### config.mk
export PLATFORM = sky130hd
export DESIGN_NAME = block_reader
export DESIGN_NICKNAME = d
export VERILOG_FILES = /design/src/rtl/block_pkg.sv /design/src/rtl/block_reader_fifo.sv /design/src/rtl/block_reader.sv
export SDC_FILE = /design/constraint.sdc
export NUM_CORES = 1
export LEC_CHECK = 0
export ABC_AREA = 1
export BUFFER_PORTS_ARGS = -buffer_cell sky130_fd_sc_hd__buf_2
export CORE_ASPECT_RATIO = 0.6
export CORE_MARGIN = 1
export CORE_UTILIZATION = 35
export CTS_CLUSTER_SIZE = 28
export DETAILED_ROUTE_END_ITERATION = 7
export SYNTH_ARGS = -nofsm -noshare
export SYNTH_HDL_FRONTEND = slang
export SYNTH_HIERARCHICAL = 1
export SYNTH_SLANG_ARGS = --single-unit
### constraint.sdc
create_clock -name clk -period 3.2 [get_ports clk]
set_input_delay 0.64 -clock clk [delete_from_list [all_inputs] [get_ports clk]]
set_output_delay 0.64 -clock clk [all_outputs]
set_load 0.05 [all_outputs]
### src/rtl/block_pkg.sv
// Shared block-map definitions for the block writer and block reader.
package block_pkg;

    localparam int unsigned ADDR_W      = 14;
    localparam int unsigned DATA_W      = 6;
    localparam int unsigned COORD_W     = 10;
    localparam int unsigned MAP_COLS    = 128;
    localparam int unsigned MAP_ROWS    = 128;
    localparam int unsigned MAP_IDX_W   = 7;
    localparam int unsigned BLOCK_SHIFT = 2;

    // Colour codes are RRGGBB 2:2:2.
    localparam logic [DATA_W-1:0] BORDER_COLOR     = 6'b000000;
    localparam logic [DATA_W-1:0] BLOCK_CODE_EMPTY = 6'b000000;
    localparam logic [DATA_W-1:0] BLOCK_CODE_WALL  = 6'b011001;
    localparam logic [DATA_W-1:0] BLOCK_CODE_WATER = 6'b000111;
    localparam logic [DATA_W-1:0] BLOCK_CODE_GRASS = 6'b001110;

    // Block RAM address layout: {row, col}.
    typedef struct packed {
        logic [MAP_IDX_W-1:0] row;
        logic [MAP_IDX_W-1:0] col;
    } block_addr_t;

    // Pixel coordinate to block index (not clamped).
    function automatic logic [COORD_W-1:0] to_block(input logic [COORD_W-1:0] c);
        return c >> BLOCK_SHIFT;
    endfunction

endpackage

### src/rtl/block_reader_fifo.sv
// Two-entry colour FIFO with registered storage and occupancy count.
module block_reader_fifo
    import block_pkg::*;
(
    input  logic              clk,
    input  logic              rst,
    input  logic              push,
    input  logic [DATA_W-1:0] push_data,
    input  logic              pop,
    output logic [1:0]        count,
    output logic              out_valid,
    output logic [DATA_W-1:0] out_data
);

    logic [DATA_W-1:0] mem_q [2];
    logic [DATA_W-1:0] mem_d [2];
    logic              wr_ptr_q, wr_ptr_d;
    logic              rd_ptr_q, rd_ptr_d;
    logic [1:0]        count_q, count_d;
    logic              do_push, do_pop;

    // Pointer, storage and count update; push into a full FIFO only with a pop.
    always_comb begin
        mem_d    = mem_q;
        wr_ptr_d = wr_ptr_q;
        rd_ptr_d = rd_ptr_q;
        do_pop   = pop & (count_q != 2'd0);
        do_push  = push & ((count_q != 2'd2) | do_pop);
        if (do_push) begin
            mem_d[wr_ptr_q] = push_data;
            wr_ptr_d        = ~wr_ptr_q;
        end
        if (do_pop) begin
            rd_ptr_d = ~rd_ptr_q;
        end
        count_d = count_q + 2'(do_push) - 2'(do_pop);
    end

    // FIFO state registers.
    always_ff @(posedge clk or negedge rst) begin
        if (!rst) begin
            mem_q    <= '{default: '0};
            wr_ptr_q <= 1'b0;
            rd_ptr_q <= 1'b0;
            count_q  <= 2'd0;
        end else begin
            mem_q    <= mem_d;
            wr_ptr_q <= wr_ptr_d;
            rd_ptr_q <= rd_ptr_d;
            count_q  <= count_d;
        end
    end

    assign count     = count_q;
    assign out_valid = (count_q != 2'd0);
    assign out_data  = mem_q[rd_ptr_q];

endmodule

### src/rtl/block_reader.sv
// Pixel coordinate stream -> block RAM reads -> in-order colour stream.
// Optional BLOCK_READER_WR_STALL_EN adds wr_we to stall reads while the
// block writer owns a shared single-port RAM.
module block_reader
    import block_pkg::*;
(
    input  logic               clk,
    input  logic               rst,
`ifdef BLOCK_READER_WR_STALL_EN
    input  logic               wr_we,
`endif
    input  logic               in_valid,
    output logic               in_ready,
    input  logic [COORD_W-1:0] in_x,
    input  logic [COORD_W-1:0] in_y,
    output logic               rd_en,
    output logic [ADDR_W-1:0]  rd_addr,
    input  logic [DATA_W-1:0]  rd_data,
    output logic               out_valid,
    input  logic               out_ready,
    output logic [DATA_W-1:0]  out_data
);

    logic [COORD_W-1:0] col, row;
    block_addr_t        addr;
    logic               req_oob;
    logic               stall;
    logic               pop;
    logic               xfer;
    logic [1:0]         count;
    logic [2:0]         occupancy;
    logic               in_flight_q, in_flight_d;
    logic               oob_q, oob_d;
    logic [DATA_W-1:0]  push_data;

`ifdef BLOCK_READER_WR_STALL_EN
    assign stall = wr_we;
`else
    assign stall = 1'b0;
`endif

    // Address mapping, flow control and read strobe for the current request.
    always_comb begin
        col       = to_block(in_x);
        row       = to_block(in_y);
        req_oob   = (col >= COORD_W'(MAP_COLS)) | (row >= COORD_W'(MAP_ROWS));
        addr.row  = row[MAP_IDX_W-1:0];
        addr.col  = col[MAP_IDX_W-1:0];
        pop       = out_valid & out_ready;
        // Reserve a FIFO slot for every read already in flight.
        occupancy = 3'(count) + 3'(in_flight_q) - 3'(pop);
        in_ready  = (occupancy < 3'd2) & ~stall;
        xfer      = in_valid & in_ready & rst;
        rd_en     = xfer & ~req_oob;
        rd_addr   = addr;
    end

    // Stage-1 next state: track the request whose RAM data arrives next cycle.
    always_comb begin
        in_flight_d = xfer;
        oob_d       = xfer & req_oob;
        push_data   = oob_q ? BORDER_COLOR : rd_data;
    end

    // Stage-1 registers.
    always_ff @(posedge clk or negedge rst) begin
        if (!rst) begin
            in_flight_q <= 1'b0;
            oob_q       <= 1'b0;
        end else begin
            in_flight_q <= in_flight_d;
            oob_q       <= oob_d;
        end
    end

    block_reader_fifo u_fifo (
        .clk       (clk),
        .rst       (rst),
        .push      (in_flight_q),
        .push_data (push_data),
        .pop       (pop),
        .count     (count),
        .out_valid (out_valid),
        .out_data  (out_data)
    );

endmodule

=== Yosys cells after proc, flatten, opt, wreduce, memory -nomap -nowiden ===
Index checks and enable logic that the tools add are counted.

* Flip-flop bits (word level): 18
* Bits in latches: 0
* Memory bits (writable): 0
* ROM bits: 0
* Input bits: 30
* Memories: 0

* Add/sub/neg operators: 4
* Multipliers: 0
* Div/mod/pow operators: 0
* Magnitude comparators: 6
* Eq/ne operators: 1
* Shifts and indexed selects: 0
* Multiplexer cells: 7
* Bitwise logic cells: 14
* Reductions and logical operators: 2

{| class="wikitable"
|+ Operators with widths
! cell !! count
|-
| 6-bit 2-to-1 mux || 5
|-
| 8-bit >= comparator, second input constant || 2
|-
| 12-bit bitwise mux || 1
|-
| 1-bit bitwise AND || 7
|-
| 6-bit demux with 1-bit select || 1
|-
| 2-bit >= comparator, second input constant || 2
|-
| 1-bit NOT with 2-bit output || 2
|-
| 2-bit by 1-bit adder with 3-bit output || 1
|-
| 3-bit by 2-bit < comparator with 1-bit output, second input constant || 1
|-
| 1-bit NOT || 3
|-
| 3-bit by 1-bit subtractor with 3-bit output || 1
|-
| 2-bit by 1-bit adder with 2-bit output || 1
|-
| 2-bit by 1-bit < comparator with 1-bit output, second input constant || 1
|-
| 2-bit inequality test, second input constant || 1
|-
| 1-bit bitwise OR || 2
|-
| 2-bit nonzero test || 1
|-
| 2-bit by 1-bit subtractor with 2-bit output || 1
|-
| 1-bit logical AND || 1
|}

=== Logic depth before layout (Yosys ltp) ===
Gate-level depths: netlist (run 1).

* Depth after elaboration: 7
* Gate-level depth with buffers: 13
* Mapped depth without buffers: 13

=== Cells and area by module ===
Netlist (run 1), hierarchy kept.

{| class="wikitable"
|+ By module, submodules not included
! module !! instances !! cells each !! area each (µm²) !! sequential area each (µm²)
|-
| block_reader_fifo || 1 || 96 || 820.8 || 400.4
|-
| block_reader || 1 || 50 || 316.6 || 50.0
|}

=== Worst setup path after synthesis (run 1) ===
Ideal clock, no wire load.

* Path type: register -> output
* Start point: register u_fifo.count_q[1], in the netlist u_fifo/count[1]
* End point: output port rd_en
* Arrival time: 2.567 ns
* Setup slack: -0.007 ns
* Cell stages (with the launch flop): 14
* Path through: dfrtp_1 > inv_1 > nand2_2 > nand2_1 > inv_1 > ha_1 > inv_1 > nand2_1 > fa_1 > inv_1 > nand2_1 > nand2_2 > nand3_2 > nor2_1

* Longest elaborated chain between the ends: 7
* Elaborated cells on any way between the ends: 8

{| class="wikitable"
|+ RTL lines
! item !! line !! RTL
|-
| from (decl) || block_reader_fifo.sv:19 || <nowiki>logic [1:0] count_q, count_d;</nowiki>
|-
| from (signal assigned) || block_reader_fifo.sv:50 || <nowiki>count_q <= count_d;</nowiki>
|-
| 2-bit nonzero test || block_reader_fifo.sv:55 || <nowiki>assign out_valid = (count_q != 2'd0);</nowiki>
|-
| named net out_valid || block_reader.sv:19 || <nowiki>output logic out_valid,</nowiki>
|-
| 1-bit bitwise AND || block_reader.sv:49 || <nowiki>pop = out_valid & out_ready;</nowiki>
|-
| named net pop || block_reader.sv:28 || <nowiki>logic pop;</nowiki>
|-
| 3-bit by 1-bit subtractor with 3-bit output || block_reader.sv:51 || <nowiki>occupancy = 3'(count) + 3'(in_flight_q) - 3'(pop);</nowiki>
|-
| 3-bit by 2-bit < comparator with 1-bit output || block_reader.sv:52 || <nowiki>in_ready = (occupancy < 3'd2) & ~stall;</nowiki>
|-
| 1-bit bitwise AND (2 in series) || block_reader.sv:53 || <nowiki>xfer = in_valid & in_ready & rst;</nowiki>
|-
| 1-bit bitwise AND || block_reader.sv:54 || <nowiki>rd_en = xfer & ~req_oob;</nowiki>
|-
| to (decl) || block_reader.sv:16 || <nowiki>output logic rd_en,</nowiki>
|}

The timed path passes the listed nets, and every way through them passes these cells.

=== Worst setup path after layout (run 1) ===
* Start point: register u_fifo.count_q[0], in the netlist u_fifo/count[0]
* End point: output port rd_en

* Longest elaborated chain between the ends: 7
* Elaborated cells on any way between the ends: 8

{| class="wikitable"
|+ RTL lines
! item !! line
|-
| 2-bit nonzero test || block_reader_fifo.sv:55
|-
| 1-bit bitwise AND || block_reader.sv:49
|-
| named net pop || block_reader.sv:28
|-
| 3-bit by 1-bit subtractor with 3-bit output || block_reader.sv:51
|-
| 3-bit by 2-bit < comparator with 1-bit output || block_reader.sv:52
|-
| 1-bit bitwise AND (2 in series) || block_reader.sv:53
|-
| 1-bit bitwise AND || block_reader.sv:54
|}

The timed path passes the listed nets, and every way through them passes these cells.

==> out/metrics.yaml, run 1 <==
max_slew_margin: 0.7120
slew_violations: 0
layout.cells.most_common_list: "nand2_1, buf_2, inv_1, dfrtp_1, nand4_1"
tns_ns: 0
power_density_mw_per_mm2: 1117
overflow: 0
synthesis.nets: 180
worst_pin_slew_ns: 0.4320
period_minus_slack_ns: 2.939
first_pass_iters: 4
finish.utilization: 0.4096
min_path_type: "input port to async pin"
fmax_ghz: 0.3403
final_common_cell: "nand2_1"
clk_latency_ns: 0.26
p_leak_uw: 0.0007277
worstSetupEndpointType: "output pin"
place_congestion: 0.7522
diodes: 0
cap_violations: 0
avgSynthCellArea_um2: 7.790
vias_per_cell: 4.528
fin_worst_skew_ns: 0.001430
die_x_um: 75.59
post-route-period-util: 0.9183
status: "finished, final reports clean"
initial_core_util: 0.3811
synth_area_mm2: 0.001137
seq_area_frac_synth: 0.3960
ir_drop_uv: 582.8
cts_made_buffers: 3
antenna_left: 0
path_class: "register to output pin"
tritoncts: "done"
drt_iter0_drc: 52
grt_pass1_vias: 793
cp-start-kind: "register"
rsz0062_at_grt: "false"
ys_ff_latch: 18
cpMaxStageDelayCell: "dfrtp_1"
cpPeakStageDelay_ns: 0.41
path_clk_slew_ns: 0.07
cp.required_ns: 2.56
crit_chain: "inv_2 > nand2_2 > nand2_1 > inv_1 > ha_1 > inv_1 > nand2_1 > fa_1 > inv_1 > nand2_1 > nand2_2 > nand3_2 > nor2_2 > clkbuf_4"
ys_types: 17
area_growth_pct: 7.481
grt_usage: 0.1442
ios: 53
die_y_um: 46.16
io_buffers: 20
routedWlPerCell_um: 10.83
rrSetupSlack_ns: 1.30
num_rows: 15
critPathArrivalTime_ns: 2.30
syn_inst: 146
vias: 892
die_area_mm2: 0.003489
grt_max_degree: 20
grt_antenna_before_repair: 0
setup_viol: 0
grt_pass1_wl_um: 3560
yosysWarnings: 6
h-tree-depth: 1
cts-root-buf: "clkbuf_8"
coreArea_mm2: 0.002984
finalNetCount: 190
post-cts-setup-buffers: 0
clock-sinks: 18
hold_viol: 0
clockBufferDepth: 2
hpwl_um: 1597
path_max_fanout: 3
drive_above_1_share: 0.2387
drt-total-wl_um: 2134
drc: 0
[sequential cells by signal (all words and copies together), names as in the netlist]
| name | cells |
|---|---|
| u_fifo/rd_ptr_q | 1 |
| u_fifo/mem_q | 12 |
| in_flight_q | 1 |
| oob_q | 1 |
| u_fifo/count | 2 |
| u_fifo/wr_ptr_q | 1 |
[through the flow]
step | total power, uW | worst slack [ns] | cell area [um2] | std cells | hold WS, ns
after floorplan | 1088 | 0.2149 | 1140 | 146 | 0.3444
final | 1365 | 0.2613 | 1222 | 197 | 0.3124
after detailed placement | 1183 | 0.3130 | 1165 | 193 | 0.4606
after CTS | 1378 | 0.2017 | 1220 | 197 | 0.3289
after global routing | 1481 | 0.03475 | 1222 | 197 | 0.3338
after global placement | 1166 | 0.3646 | 1165 | 193 | 0.4566
[logic make-up after synthesis]
group | share of synthesized area
AND/OR/NAND/NOR | 0.3300
buffers and inverters | 0.2002
flip-flops | 0.3960
adder cells (fa/ha/maj) | 0.05061
XOR/XNOR | 0.02311
[final timing paths]
| path | start | end | depth (start not counted) |
|---|---|---|---|
| setup / recovery | u_fifo/count[0]$_DFF_PN0_ | rd_en | 14 |
| hold / removal | rst | u_fifo/count[0]$_DFF_PN0_ | 1 |
| max in group asynchronous | rst | u_fifo/mem_q[5]$_DFFE_PN0P_ | 1 |
| min in group clk | u_fifo/mem_q[0]$_DFFE_PN0P_ | u_fifo/mem_q[0]$_DFFE_PN0P_ | 2 |
| setup reg to reg | u_fifo/count[0]$_DFF_PN0_ | oob_q$_DFF_PN0_ | 13 |
| hold reg to reg | u_fifo/mem_q[0]$_DFFE_PN0P_ | u_fifo/mem_q[0]$_DFFE_PN0P_ | 2 |
[Yosys cell counts]
| library cell | count | area [um2] |
|---|---|---|
| inv_1 | 18 | 67.56 |
| nand2_1 | 52 | 195.2 |
| buf_4 | 14 | 105.1 |
| ha_1 | 3 | 37.54 |
| inv_4 | 1 | 6.260 |
| inv_2 | 3 | 11.26 |
| nand3_2 | 3 | 30.03 |
| nand3_4 | 1 | 17.52 |
| xnor2_1 | 1 | 8.760 |
| nor2_1 | 12 | 45.04 |
| buf_6 | 2 | 22.52 |
| nand4_1 | 12 | 75.07 |
| fa_1 | 1 | 20.02 |
| nand2_2 | 2 | 12.51 |
| buf_8 | 1 | 15.01 |
| dfrtp_1 | 18 | 450.4 |
| xor2_1 | 2 | 17.52 |
[final cells by class]
| type | count | area [um2] |
|---|---|---|
| timing repair buffer | 22 | 117.6 |
| tap | 42 | 52.55 |
| clock buffer | 4 | 55.05 |
| inverter | 22 | 85.08 |
| multi-input combinational | 89 | 461.7 |
| sequential | 18 | 450.4 |
| fill | 299 | 1762 |
[power breakdown]
part	internal, uW	total (uW)	leakage [uW]	switching, uW
logic	219	760	0.000471	541
registers	328	415	0.000228	87.7
clock network	110	190	0.0000288	80.2
total	656	1370	0.000728	709
[worst max-delay path: cells and delay by family (launching register included)]
family	cells	cell delay, ns
buffers and inverters	5	0.49
and+or+nand+nor	7	0.47
adders and majority gates	2	0.66
DFF	1	0.41
[routing by layer]
layer,wire (um),vias to the layer above,global-route usage,part of all wire
li1,-,452,-,-
met1,1049,405,0.1839,0.49
met2,923,28,0.2250,0.43
met3,131,7,0.04814,0.061
met4,29,0,0.06296,0.014
met5,0,-,0,0
[timing repair]
item | CTS | global route
endpoints found under the setup margin | 0 | 1
gates resized for setup | 0 | 1
hold buffers | 0 | 0
No activity file was read; power rests on OpenSTA's default activity.
==> inputs of run 2 (changes only) <==
--- a/config.mk
+++ b/config.mk
@@ -5,14 +5,12 @@
 export SDC_FILE = /design/constraint.sdc
 export NUM_CORES = 1
 export LEC_CHECK = 0
-export ABC_AREA = 1
 export BUFFER_PORTS_ARGS = -buffer_cell sky130_fd_sc_hd__buf_2
 export CORE_ASPECT_RATIO = 0.6
 export CORE_MARGIN = 1
 export CORE_UTILIZATION = 35
-export CTS_CLUSTER_SIZE = 28
+export CTS_CLUSTER_SIZE = 10
 export DETAILED_ROUTE_END_ITERATION = 7
 export SYNTH_ARGS = -nofsm -noshare
 export SYNTH_HDL_FRONTEND = slang
-export SYNTH_HIERARCHICAL = 1
 export SYNTH_SLANG_ARGS = --single-unit
==> run 2 against run 1 <==
- power up 3.4%
- fmax down 5.8%
- clock power down 19%
- setup slack worse by 0.18 ns
- die area down 10%
==> out/metrics.yaml, run 2 <==
cp-start-kind: "register"
power_density_mw_per_mm2: 1133  # +1.5%
largest_reg_flops: 12  # unchanged
crit_buf_inv: 2  # -3
grt_pass1_vias: 691  # -13%
power_uw: 1412  # +3.4%
clk_latency_ns: 0.25  # about the same
io_buffers: 20  # unchanged
die_area_mm2: 0.003137  # -10%
layout.cells.most_common_list: "buf_2, mux2_2, dfrtp_1"
rsz0062_at_grt: "true"
crit_family: "simple AND/OR/NAND/NOR gates"
grt_usage: 0.1385  # -0.005660
first_pass_iters: 3  # -1
timing.final.ws_setup_ns: 0.08004  # -0.1813 ns
final_common_cell: "buf_2"
synth_top_cell_by_area: "dfrtp_1"
synth_area_leaders: "dfrtp_1, mux2_2, buf_4"
ios: 53  # unchanged
diodes: 0  # unchanged
fmax_ghz: 0.3205  # -5.8%
grt_antenna_before_repair: 0  # unchanged
top_register: "u_fifo.mem_q"
finalNetCount: 140  # -26%
seq_area_frac_synth: 0.4423  # +0.04622
drive_above_1_share: 0.6538  # +0.4151
critPathArrivalTime_ns: 2.48  # +0.18 ns
min_path_type: "input port to async pin"
cts_made_buffers: 3  # unchanged
clock-sinks: 18  # unchanged
drt-total-wl_um: 1905  # -11%
post-place-ws_ns: -0.01462  # -0.3276 ns
synth_edf_count: 0  # unchanged
worstSetupEndpointType: "output pin"
coreArea_mm2: 0.002628  # -12%
synth-main-ff-cell: "dfrtp_1"
area_growth_pct: 22.36
vias: 624  # -30%
max_slew_margin: 0.7246  # +0.01266
h-tree-depth: 1  # unchanged
place_congestion: 0.7338  # -2.4%
overflow: 0  # unchanged
grt_pass1_wl_um: 3132  # -12%
avgSynthCellArea_um2: 12.42  # +59%
synthesis.nets: 116  # -36%
antenna_left: 0  # unchanged
crit_chain: "or2_4 > and2_4 > ha_4 > inv_2 > nand2_2 > fa_2 > xnor2_2 > nand4_1 > nor3_4 > buf_6"
path_clk_slew_ns: 0.06  # about the same
slew_violations: 0  # unchanged
tns_ns: 0  # unchanged
syn_inst: 82  # -44%
drc: 0  # unchanged
die_x_um: 71.64  # -5.2%
multiInputGateArea_um2: 484.2  # +4.9%
routedWlPerCell_um: 14.01  # +29%
cap_violations: 0  # unchanged
tritoncts: "done"
cts-hold-fix-buffers: 0  # unchanged
hold_viol: 0  # unchanged
vias_per_cell: 4.588  # +1.3%
yosysTopAreaCellShare: 0.4423  # +0.04622
ir_drop_uv: 595.6  # +2.2%
synthArstFlopShare: 1.000  # unchanged
cts-root-buf: "clkbuf_8"
synth_area_mm2: 0.001018  # -10%
path_class: "register to output pin"
seq_area_um2: 450.4  # unchanged
post-route-period-util: 0.9750  # +0.05665
fill_cells: 240  # -20%
ys_types: 19  # +2
initial_core_util: 0.3876  # +0.006487
cpMaxStageDelayCell: "fa_2"
synth_common_cells: "dfrtp_1, mux2_2, buf_4"
period_minus_slack_ns: 3.120  # +0.1813 ns
fin_worst_skew_ns: 0.001265  # -0.0001651 ns
yosysWarnings: 0  # -6
cp.required_ns: 2.56  # about the same
clockBufferDepth: 2  # unchanged
num_rows: 14  # -1
cpPeakStageDelay_ns: 0.41  # about the same
path_max_fanout: 2  # -1
status: "finished, final reports clean"
drt_iter0_drc: 9  # -83%
die_y_um: 43.79  # -5.1%
setup_viol: 0  # unchanged
finish.utilization: 0.4743  # +0.06464
grt_max_degree: 19  # -5.0%
worst_pin_slew_ns: 0.4126  # -0.01943 ns
ys_ff_latch: 18  # unchanged
p_leak_uw: 0.0006302  # -13%
[run 2: cell types whose count changed after synthesis, moves of 3 or more]
cell / delta
nand2_1: -51
nor2b_1: +6
inv_2: -3
nand3_2: -3
mux2_2: +18
nor2_1: -10
inv_1: -13
nand4_1: -11
[run 2: final cells by class]
class | instances | area share
Multi-Input combinational cell | 44 | 0.3886
Tap cell | 32 | 0.03213
Sequential cell | 18 | 0.3614
Timing Repair Buffer | 34 | 0.1697
Clock buffer | 3 | 0.03313
Inverter | 5 | 0.01506
[run 2: power by group]
group,internal (uW),switching (uW),total [uW]
registers,337,82.5,420
logic,359,481,840
clock network,83.5,69.5,153
total,779,633,1410
[run 2: logic make-up after synthesis]
group                    Yosys count  synth area share
multiplexers                      18            0.1990
XOR/XNOR                           4           0.03440
flip-flops                        18            0.4423
AND/OR/NAND/NOR                   18            0.1425
buffers and inverters             20            0.1253
adder cells (fa/ha/maj)            4           0.05652
[run 2: through the flow]
| stage | std cells | hold slack (ns) | instance area (um2) |
|---|---|---|---|
| 6_report | 136 | 0.3860 | 1246 |
| 5_1_grt | 136 | 0.4118 | 1246 |
| 4_1_cts | 136 | 0.3957 | 1219 |
| 3_5_place_dp | 124 | 0.4919 | 1101 |
| 3_3_place_gp | 124 | 0.4835 | 1101 |
| 2_1_floorplan | 82 | 0.3444 | 1032 |
[run 2: final timing paths]
| kind | start | to | slack, ns | cells after the start |
|---|---|---|---|---|
| worst max-delay path | u_fifo.count[1]$_DFF_PN0_ | rd_en | 0.08 | 10 |
| worst min-delay path | rst | u_fifo.mem_q[3]$_DFFE_PN0P_ | 0.39 | 2 |
| worst max register to register | u_fifo.count[1]$_DFF_PN0_ | oob_q$_DFF_PN0_ | 0.17 | 17 |
| worst min register to register | u_fifo.mem_q[1]$_DFFE_PN0P_ | u_fifo.mem_q[1]$_DFFE_PN0P_ | 0.50 | 1 |
| max in group asynchronous | rst | u_fifo.count[1]$_DFF_PN0_ | 2.62 | 2 |
| min in group clk | u_fifo.mem_q[1]$_DFFE_PN0P_ | u_fifo.mem_q[1]$_DFFE_PN0P_ | 0.50 | 1 |
[run 2: metal layers]
metal  up-vias  wire length (um)  GRT usage
met4         0                26    0.04314
met5         -                 0          0
met3         7               133    0.06279
met1       290               907     0.1822
li1        300                 -          -
met2        27               837     0.2057
[run 2: what timing repair did]
action,CTS,global route
setup buffers,9,1
gates resized for setup,3,6
setup endpoints to repair,1,3
pin swaps,3,7
[run 2: worst reg2reg max path, stage by stage (launching register included)]
cell and delay (ns):
dfrtp_1 0.38, or2_4 0.25, and2_4 0.15, ha_4 0.23, inv_2 0.05, nand2_2 0.06, fa_2 0.41, xnor2_2 0.17
nand4_1 0.19, buf_4 0.18, buf_4 0.12, buf_4 0.12, buf_4 0.12, buf_4 0.12, buf_4 0.12, buf_4 0.12
buf_4 0.13, nor2_2 0.06
